[src/rtl/openfire_mem_responder.sv]
// Arbitrates openfire_cpu instruction fetches and data loads/stores onto one
// single-port, byte-enabled synchronous RAM and returns data with done pulses.
module openfire_mem_responder #(
    parameter int ADDR_WIDTH    = 12,
    parameter int RAM_LATENCY   = 1,
    parameter int DATA_PRIORITY = 1
) (
    input  logic                  clock,
    input  logic                  reset,
    input  logic [31:0]           imem_addr,
    input  logic                  imem_re,
    output logic [31:0]           imem_data_in,
    output logic                  imem_done,
    input  logic [31:0]           dmem_addr,
    input  logic [31:0]           dmem_data_out,
    input  logic                  dmem_we,
    input  logic                  dmem_re,
    input  logic [1:0]            dmem_input_sel,
    output logic [31:0]           dmem_data_in,
    output logic                  dmem_done,
    output logic [ADDR_WIDTH-1:0] ram_addr,
    output logic                  ram_en,
    output logic [3:0]            ram_be,
    output logic [31:0]           ram_wdata,
    input  logic [31:0]           ram_rdata,
    output logic [1:0]            fsm_state
);

    localparam logic [1:0] S_IDLE  = 2'd0;
    localparam logic [1:0] S_ISSUE = 2'd1;
    localparam logic [1:0] S_WAIT  = 2'd2;
    localparam logic [1:0] S_DONE  = 2'd3;

    localparam logic [1:0] SZ_HALF  = 2'b01;
    localparam logic [1:0] SZ_BYTE  = 2'b10;
    localparam logic [1:0] LAT_LAST = 2'(RAM_LATENCY - 1);
    localparam logic       PRIO_DATA = (DATA_PRIORITY != 0);

    logic [1:0]  state;
    logic        owner_data;
    logic        lat_store;
    logic [1:0]  lat_lane;
    logic [1:0]  lat_size;
    logic [1:0]  wait_cnt;
    // Set when the priority side won the most recent contended arbitration.
    logic        prio_won;

    logic        dmem_req;
    logic        contend;
    logic        pick_data;
    logic [31:0] sel_addr;
    logic [1:0]  sel_size;
    logic        sel_store;
    logic [3:0]  next_be;
    logic [31:0] next_wdata;
    logic [31:0] load_val;
    logic        unused_addr_bits;

    assign fsm_state = state;
    assign dmem_req  = dmem_re | dmem_we;
    assign contend   = imem_re & dmem_req;
    assign unused_addr_bits = ^{imem_addr[31:ADDR_WIDTH+2], dmem_addr[31:ADDR_WIDTH+2]};

    // Contention alternates owners so neither side can starve the other.
    always_comb begin
        pick_data = dmem_req;
        if (contend) pick_data = PRIO_DATA ^ prio_won;
    end

    assign sel_addr  = pick_data ? dmem_addr : imem_addr;
    assign sel_size  = pick_data ? dmem_input_sel : 2'b00;
    assign sel_store = pick_data & dmem_we & ~dmem_re;

    always_comb begin
        next_be    = 4'b0000;
        next_wdata = 32'h0;
        if (sel_store) begin
            case (sel_size)
                SZ_HALF: begin
                    next_be    = sel_addr[1] ? 4'b0011 : 4'b1100;
                    next_wdata = {2{dmem_data_out[15:0]}};
                end
                SZ_BYTE: begin
                    next_be    = 4'b1000 >> sel_addr[1:0];
                    next_wdata = {4{dmem_data_out[7:0]}};
                end
                default: begin
                    next_be    = 4'b1111;
                    next_wdata = dmem_data_out;
                end
            endcase
        end
    end

    // Big-endian lane select, right-justified and zero-extended.
    always_comb begin
        load_val = ram_rdata;
        case (lat_size)
            SZ_HALF: load_val = lat_lane[1] ? {16'h0, ram_rdata[15:0]} : {16'h0, ram_rdata[31:16]};
            SZ_BYTE: begin
                case (lat_lane)
                    2'd0:    load_val = {24'h0, ram_rdata[31:24]};
                    2'd1:    load_val = {24'h0, ram_rdata[23:16]};
                    2'd2:    load_val = {24'h0, ram_rdata[15:8]};
                    default: load_val = {24'h0, ram_rdata[7:0]};
                endcase
            end
            default: load_val = ram_rdata;
        endcase
    end

    always_ff @(posedge clock or posedge reset) begin
        if (reset) begin
            state        <= S_IDLE;
            owner_data   <= 1'b0;
            lat_store    <= 1'b0;
            lat_lane     <= 2'd0;
            lat_size     <= 2'd0;
            wait_cnt     <= 2'd0;
            prio_won     <= 1'b0;
            imem_done    <= 1'b0;
            dmem_done    <= 1'b0;
            imem_data_in <= 32'h0;
            dmem_data_in <= 32'h0;
            ram_en       <= 1'b0;
            ram_be       <= 4'b0000;
            ram_addr     <= '0;
            ram_wdata    <= 32'h0;
        end else begin
            ram_en    <= 1'b0;
            imem_done <= 1'b0;
            dmem_done <= 1'b0;
            case (state)
                S_IDLE: begin
                    if (imem_re || dmem_req) begin
                        owner_data <= pick_data;
                        lat_store  <= sel_store;
                        lat_lane   <= sel_addr[1:0];
                        lat_size   <= sel_size;
                        ram_en     <= 1'b1;
                        ram_addr   <= sel_addr[ADDR_WIDTH+1:2];
                        ram_be     <= next_be;
                        ram_wdata  <= next_wdata;
                        if (contend) prio_won <= ~prio_won;
                        state      <= S_ISSUE;
                    end
                end
                S_ISSUE: begin
                    ram_be <= 4'b0000;
                    if (lat_store) begin
                        dmem_done <= 1'b1;
                        state     <= S_DONE;
                    end else begin
                        wait_cnt <= 2'd0;
                        state    <= S_WAIT;
                    end
                end
                S_WAIT: begin
                    if (wait_cnt == LAT_LAST) begin
                        if (owner_data) begin
                            dmem_data_in <= load_val;
                            dmem_done    <= 1'b1;
                        end else begin
                            imem_data_in <= ram_rdata;
                            imem_done    <= 1'b1;
                        end
                        state <= S_DONE;
                    end else begin
                        wait_cnt <= wait_cnt + 2'd1;
                    end
                end
                default: state <= S_IDLE;
            endcase
        end
    end

endmodule

[config.mk]
export PLATFORM = sky130hd
export DESIGN_NAME = openfire_mem_responder
export DESIGN_NICKNAME = d
export VERILOG_FILES = /design/src/rtl/openfire_mem_responder.sv
export SDC_FILE = /design/constraint.sdc
export NUM_CORES = 1
export LEC_CHECK = 0
export BUFFER_PORTS_ARGS = -buffer_cell sky130_fd_sc_hd__buf_2
export CORE_ASPECT_RATIO = 0.9
export CORE_MARGIN = 10
export CORE_UTILIZATION = 50
export CTS_BUF_LIST = sky130_fd_sc_hd__clkbuf_8
export CTS_CLUSTER_DIAMETER = 40
export DETAILED_ROUTE_END_ITERATION = 6
export HOLD_SLACK_MARGIN = 0.12
export PLACE_DENSITY = 0.81
export SYNTH_ARGS = -nofsm -noshare
export SYNTH_HDL_FRONTEND = slang
export SYNTH_SLANG_ARGS = --single-unit
[constraint.sdc]
create_clock -name clock -period 4.08 [get_ports clock]
set_clock_uncertainty 0.15 [all_clocks]
set_input_delay 0.204 -clock clock [delete_from_list [all_inputs] [get_ports clock]]
set_output_delay 0.204 -clock clock [all_outputs]
set_load 0.01 [all_outputs]
== After elaboration in Yosys (flattened, before gate mapping) ==
Cells that the tools add are included.
Storage, ports and cells
  bits in registers: 126
  bits of input ports: 135
  output and inout bits: 117
  word-level logic and storage cells: 78
Operators by class
  add/sub/neg operators: 1
  equal/unequal tests: 12
  shift-type cells: 1
  mux-type cells: 29
  bitwise logic cells: 7
  reduce and logical (&&, ||, !) cells: 13
Operator list (number)
  one-hot mux 32 bit (2 select lines): 2
  2-to-1 mux 32 bit: 1
  one-hot mux 8 bit (3 select lines): 1
  2-to-1 mux 16 bit: 1
  one-hot mux 4 bit (2 select lines): 2
  2-to-1 mux 14 bit: 1
  2-to-1 mux 4 bit: 3
  AND reduction 3 bit: 4
  2-to-1 mux 1 bit: 10
  2-to-1 mux 2 bit: 5
  equality test 2 x 1 -> 1 bit, second input constant: 4
  equality test 2 bit, second input constant: 4
  inequality test 2 bit, second input constant: 4
  zero test 2 bit: 3
  one-hot mux 2 bit (3 select lines): 1
  AND reduction 2 bit: 3
  one-hot mux 2 bit (2 select lines): 1
  nonzero test 2 bit: 2
  >> shifter 4 x 2 -> 4 bit, first input constant: 1
  AND 1 bit: 3
  inverter 1 bit: 3
  adder 2 x 1 -> 2 bit, second input constant: 1
  one-hot mux 1 bit (2 select lines): 1
  logical OR 1 bit: 1
  OR 1 bit: 1

== Depth between registers and ports, before layout ==
  depth in word-level cells: 9
  depth in mapped cells: 10
  depth with buffers taken out: 8

== Least setup slack after synthesis ==
OpenSTA, ideal clock, no wires.
  path type: reg-to-reg
  from: register prio_won
  to: register ram_wdata[24]
  library setup time: 0.121 ns
  data arrival time: 1.928 ns
  data required time: 3.809 ns
  path slack: 1.881 ns
  stages on the path, launching flop included: 10
  buffers on the path: 3
  clock period less this slack: 2.199 ns
  cell sequence: dfrtp_1 > a2bb2oi_4 > buf_6 > nand2_1 > ha_1 > clkbuf_1 > buf_2 > a221oi_1 > nor2_2 > a22o_1
Between the ends
  cells in the longest elaborated chain, start to end: 6
  elaborated cells on any way between the ends: 9
  those cells by class: 2 x eq/ne; 4 x mux; 3 x bitwise
RTL lines
  from (decl): RTL line 46  | logic prio_won;
  from (signal assigned): RTL line 144  | if (contend) prio_won <= ~prio_won;
  inverter 1 bit (*)
  2-to-1 mux 1 bit (*): RTL line 67  | if (contend) pick_data = PRIO_DATA ^ prio_won;
  2-to-1 mux 2 bit: RTL line 71  | assign sel_size = pick_data ? dmem_input_sel : 2'b00;
  equality test 2 bit / equality test 2 x 1 -> 1 bit (equally long branches): RTL line 78  | case (sel_size)
  one-hot mux 32 bit (2 select lines): RTL line 78
  2-to-1 mux 32 bit (*): RTL line 77  | if (sel_store) begin
  to (signal assigned): RTL line 143  | ram_wdata <= next_wdata;
  to (decl): RTL line 24  | output logic [31:0] ram_wdata,
Every way passes the cells marked *; elsewhere a longest branch is shown, timed or not.
A chain may end at the register's enable or synchronous reset.

== Worst setup path in the final report ==
  from: input port dmem_we
  to: register ram_wdata[25]
Between the ends
  cells in the longest elaborated chain, start to end: 7
  elaborated cells on any way between the ends: 12
  those cells by class: 2 x eq/ne; 4 x mux; 4 x bitwise; 2 x reduce/logical
RTL lines
  from (decl): RTL line 16  | input logic dmem_we,
  OR 1 bit: RTL line 60  | assign dmem_req = dmem_re | dmem_we;
  AND 1 bit: RTL line 61  | assign contend = imem_re & dmem_req;
  2-to-1 mux 1 bit: RTL line 67
  2-to-1 mux 2 bit: RTL line 71
  equality test 2 bit / equality test 2 x 1 -> 1 bit (equally long branches): RTL line 78
  one-hot mux 32 bit (2 select lines): RTL line 78
  2-to-1 mux 32 bit: RTL line 77
Several ways; a longest one is shown, not always the timed one.

==> flow_summary.toml <==
[die]
die_h_um = 123.8
die_w_um = 135.3
initial_utilization = 0.5170
core.rowCount = 37
core_um2 = 11570
io_pins = 252
dieArea_um2 = 16750

[sta]
max_clock_freq_ghz = 0.2772
rsz0062_at_grt = "false"
drv_slew = 0
final.period_utilization = 0.8843
holdWs_ns = 0.1434
relSlewSlack = 0.4403
hold_violations = 0
worst_slack_ns = 0.4720
setup_viol = 0
tightest_slew_ns = 0.8395
totalNegativeSetupSlack_ns = 0
finalWorstPathRequiredPeriod_ns = 3.608

[yosys]
yosysSeqAreaShare = 0.5270
synth_area_leader_cell = "dfrtp_1"
synth.net_count = 691
ys.flop_type = "dfrtp_1"
synth_async_sr_flop_share = 1.000
synth_edf_count = 0
synthesis.area_um2 = 5983
ys_warn_count = 0
netlist-cell-type-count = 44
synth_top_area_frac = 0.5270
avgSynthCellArea_um2 = 10.94
yosys-top-cells-area = "dfrtp_1, mux2_2, nand2_1"
syn_inst = 547
ys_seq_elements = 126

[pwr]
p_switching_mw = 2.501
switching_share = 0.4124
p_comb_frac = 0.472
powerDensity_nw_per_um2 = 711.2
power_mw = 6.066
internal_power_mw = 3.564
power_frac_seq = 0.360
max-vdd-ir-drop_mv = 0.3884
leakage_nw = 4.281
clkPwrFrac = 0.167

[critical_path]
r2r_slack_ns = 0.50
reg2reg_to = "ram_wdata[25]"
regToRegStartpoint = "prio_won"
crit_chain = "dlygate4sd3_1 > buf_2 > a2bb2oi_4 > buf_4 > nand2_1 > inv_1 > ha_1 > buf_4 > a221oi_1 > nor2_1 > a22o_1 > dlygate4sd3_1"
start_kind = "input port"
r2r_cells = 10
worstSetupPathType = "input port to register"
max_stage_delay_ns = 0.58
critPathCaptureType = "register"
required_ns = 4.27
crit_fanout = 30
cp.arrival_ns = 3.80
worst-path-buf-inv = 6
crit_path_top_delay_cell = "dlygate4sd3_1"
critical-path-top-delay-family = "buffers and inverters"

[drt]
dr.pass1.iters = 5
dr_total_vias = 5657
drt-total-wl_mm = 20.40
drtIter0Drc = 557
wire_per_inst_um = 19.81
viasPerCell = 5.492
route.detailed.drc = 0
postRouteAntennaNets = 0

[cells_and_area]
fin_area_um2 = 8528
nNetsFinal = 1004
area_delta_synth_final_pct = 42.53
regArea_um2 = 3153
nFillCells = 739
multi_input_area_um2 = 2535
final_layout_size_suffix_gt1_frac = 0.3631

[worst_hold_path]
holdPathEnd = "ram_be[3]"
hp-class = "input port to register"
min-delay-start = "dmem_addr[1]"
hold_depth = 5

[cts]
cts_tree = "yes"
cts_hold_buf = 109
clockBufferDepth = 2
post_cts_buffers = 0
ctsRootBufferMaster = "clkbuf_8"
cts_sinks = 126
cts.repair.resized = 0
clock_latency_ns = 0.46
clkTransAtPathRegs_ns = 0.07
htreeDepth = 4
numCtsBuffers = 17

[grt]
grt_pass1_wl_mm = 31.91
track_usage = 0.2433
grt_pass1_vias = 6032
antenna_found_initial = 0
gr-total-overflow = 0
grt_max_degree = 49

[placement]
pre_cts_ws_ns = 1.232
placed_area_um2 = 7071
port_buffers = 215
dp_hpwl_mm = 13.02
gp_congestion = 0.8151

[run]
cap_violations = 0

[outcome]
status = "finished clean"
==> power by group through the flow <==
stage	Combinational, mW	Clock (mW)	Sequential [mW]
2_1_floorplan	1.53	0	2.37
3_3_place_gp	2.55	0	2.14
3_5_place_dp	2.64	0	2.17
4_1_cts	2.80	1.01	2.16
5_1_grt	3.12	1.08	2.25
6_report	2.87	1.01	2.19
==> state kept, by name, indices dropped and copies added, names as in the netlist <==
| register | flops |
|---|---|
| owner_data | 1 |
| ram_addr | 12 |
| wait_cnt | 2 |
| imem_done | 1 |
| prio_won | 1 |
| imem_data_in | 32 |
| ram_en | 1 |
| lat_size | 2 |
| ram_wdata | 32 |
| lat_store | 1 |
| dmem_done | 1 |
| fsm_state | 2 |
| lat_lane | 2 |
| dmem_data_in | 32 |
| ram_be | 4 |
==> per-layer routing <==
| metal | GRT usage | wire length [um] |
|---|---|---|
| met1 | 0.2628 | 7551 |
| met2 | 0.4287 | 10470 |
| met3 | 0.06884 | 1534 |
| met4 | 0.1297 | 846 |
| met5 | 0 | 0 |
==> area by class of cell <==
type                    count  area share
inverters                  13    0.006015
diodes                      1   0.0002934
multi-input cells         370      0.2972
repair buffers            332      0.2612
flip-flops and latches    126      0.3697
well taps                 156     0.02289
clock buffers              19     0.03066
clock inverters            13     0.01203
==> through the flow <==
step,util,instances
floorplan,-,547
global placement,0.6109,888
detailed placement,0.6109,888
CTS,0.7366,1029
global route,0.7366,1029
finish,0.7369,1030
==> cell usage after synthesis (7+ instances only) <==
| cell | number |
|---|---|
| a22oi_1 | 7 |
| dfrtp_1 | 126 |
| buf_2 | 9 |
| mux2i_1 | 26 |
| nand2_2 | 12 |
| o21ai_1 | 11 |
| nor2b_1 | 11 |
| a21oi_1 | 10 |
| mux2_2 | 34 |
| nor2_1 | 13 |
| clkbuf_1 | 13 |
| a22o_1 | 29 |
| a221oi_1 | 8 |
| nand2_1 | 83 |
| nand2b_1 | 19 |
| o21ai_0 | 47 |
| ha_1 | 9 |
| nor3b_1 | 8 |
| o21ai_2 | 12 |
| inv_1 | 13 |
==> worst max path at each step <==
stage	slack, ns	endpoint	start	cells after the start
detailed placement	1.23	ram_wdata[28]	prio_won	9
global route	0.35	ram_wdata[25]	dmem_we	12
finish	0.47	ram_wdata[25]	dmem_we	12
floorplan	0.37	dmem_data_in[0]	reset	1
global placement	1.34	ram_wdata[28]	prio_won	9
CTS	0.66	ram_wdata[27]	dmem_we	12
==> cell usage in the layout, fill, tap and decap left out, types with 2 or more instances in the layout <==
cell / Yosys / layout
clkinvlp_4: 0 / 4
o21ai_1: 11 / 11
mux2i_1: 26 / 26
nor2_1: 13 / 13
o32a_1: 2 / 2
nor3_1: 6 / 6
nor3b_1: 8 / 8
inv_1: 13 / 16
ha_1: 9 / 9
clkinv_2: 0 / 2
dlygate4sd3_1: 0 / 109
nand2_1: 83 / 83
o21ai_0: 47 / 47
nand2_2: 12 / 12
a31oi_1: 2 / 2
o21ai_2: 12 / 12
nor2b_1: 11 / 11
a21oi_1: 10 / 10
buf_2: 9 / 215
dfrtp_1: 126 / 126
clkbuf_8: 0 / 19
a22oi_1: 7 / 7
nand2b_1: 19 / 18
o32ai_1: 6 / 6
clkinv_4: 0 / 2
buf_4: 4 / 8
a41oi_1: 2 / 2
a22o_1: 29 / 29
mux2_2: 34 / 34
a221oi_1: 8 / 8
==> cell families (layout without fill, tap and decap cells) <==
logic type,after synthesis,in the layout,share of synthesized area
flip-flops,126,126,0.5270
buffers and inverters,51,377,0.05061
adder cells (fa/ha/maj),9,9,0.01882
AO/OA/AOI/OAI,140,140,0.1635
AND/OR/NAND/NOR,159,159,0.1292
multiplexers,61,61,0.1094
other,0,1,0
XOR/XNOR,1,1,0.001464
==> worst min-delay path: cells and delay by family <==
kind	cells	cell delay [ns]
AND/OR/NAND/NOR	2	0.17
multiplexers	1	0.10
buffers and inverters	1	0.13
AO/OA/AOI/OAI	1	0.11
Power figures use the tool's default switching activity.
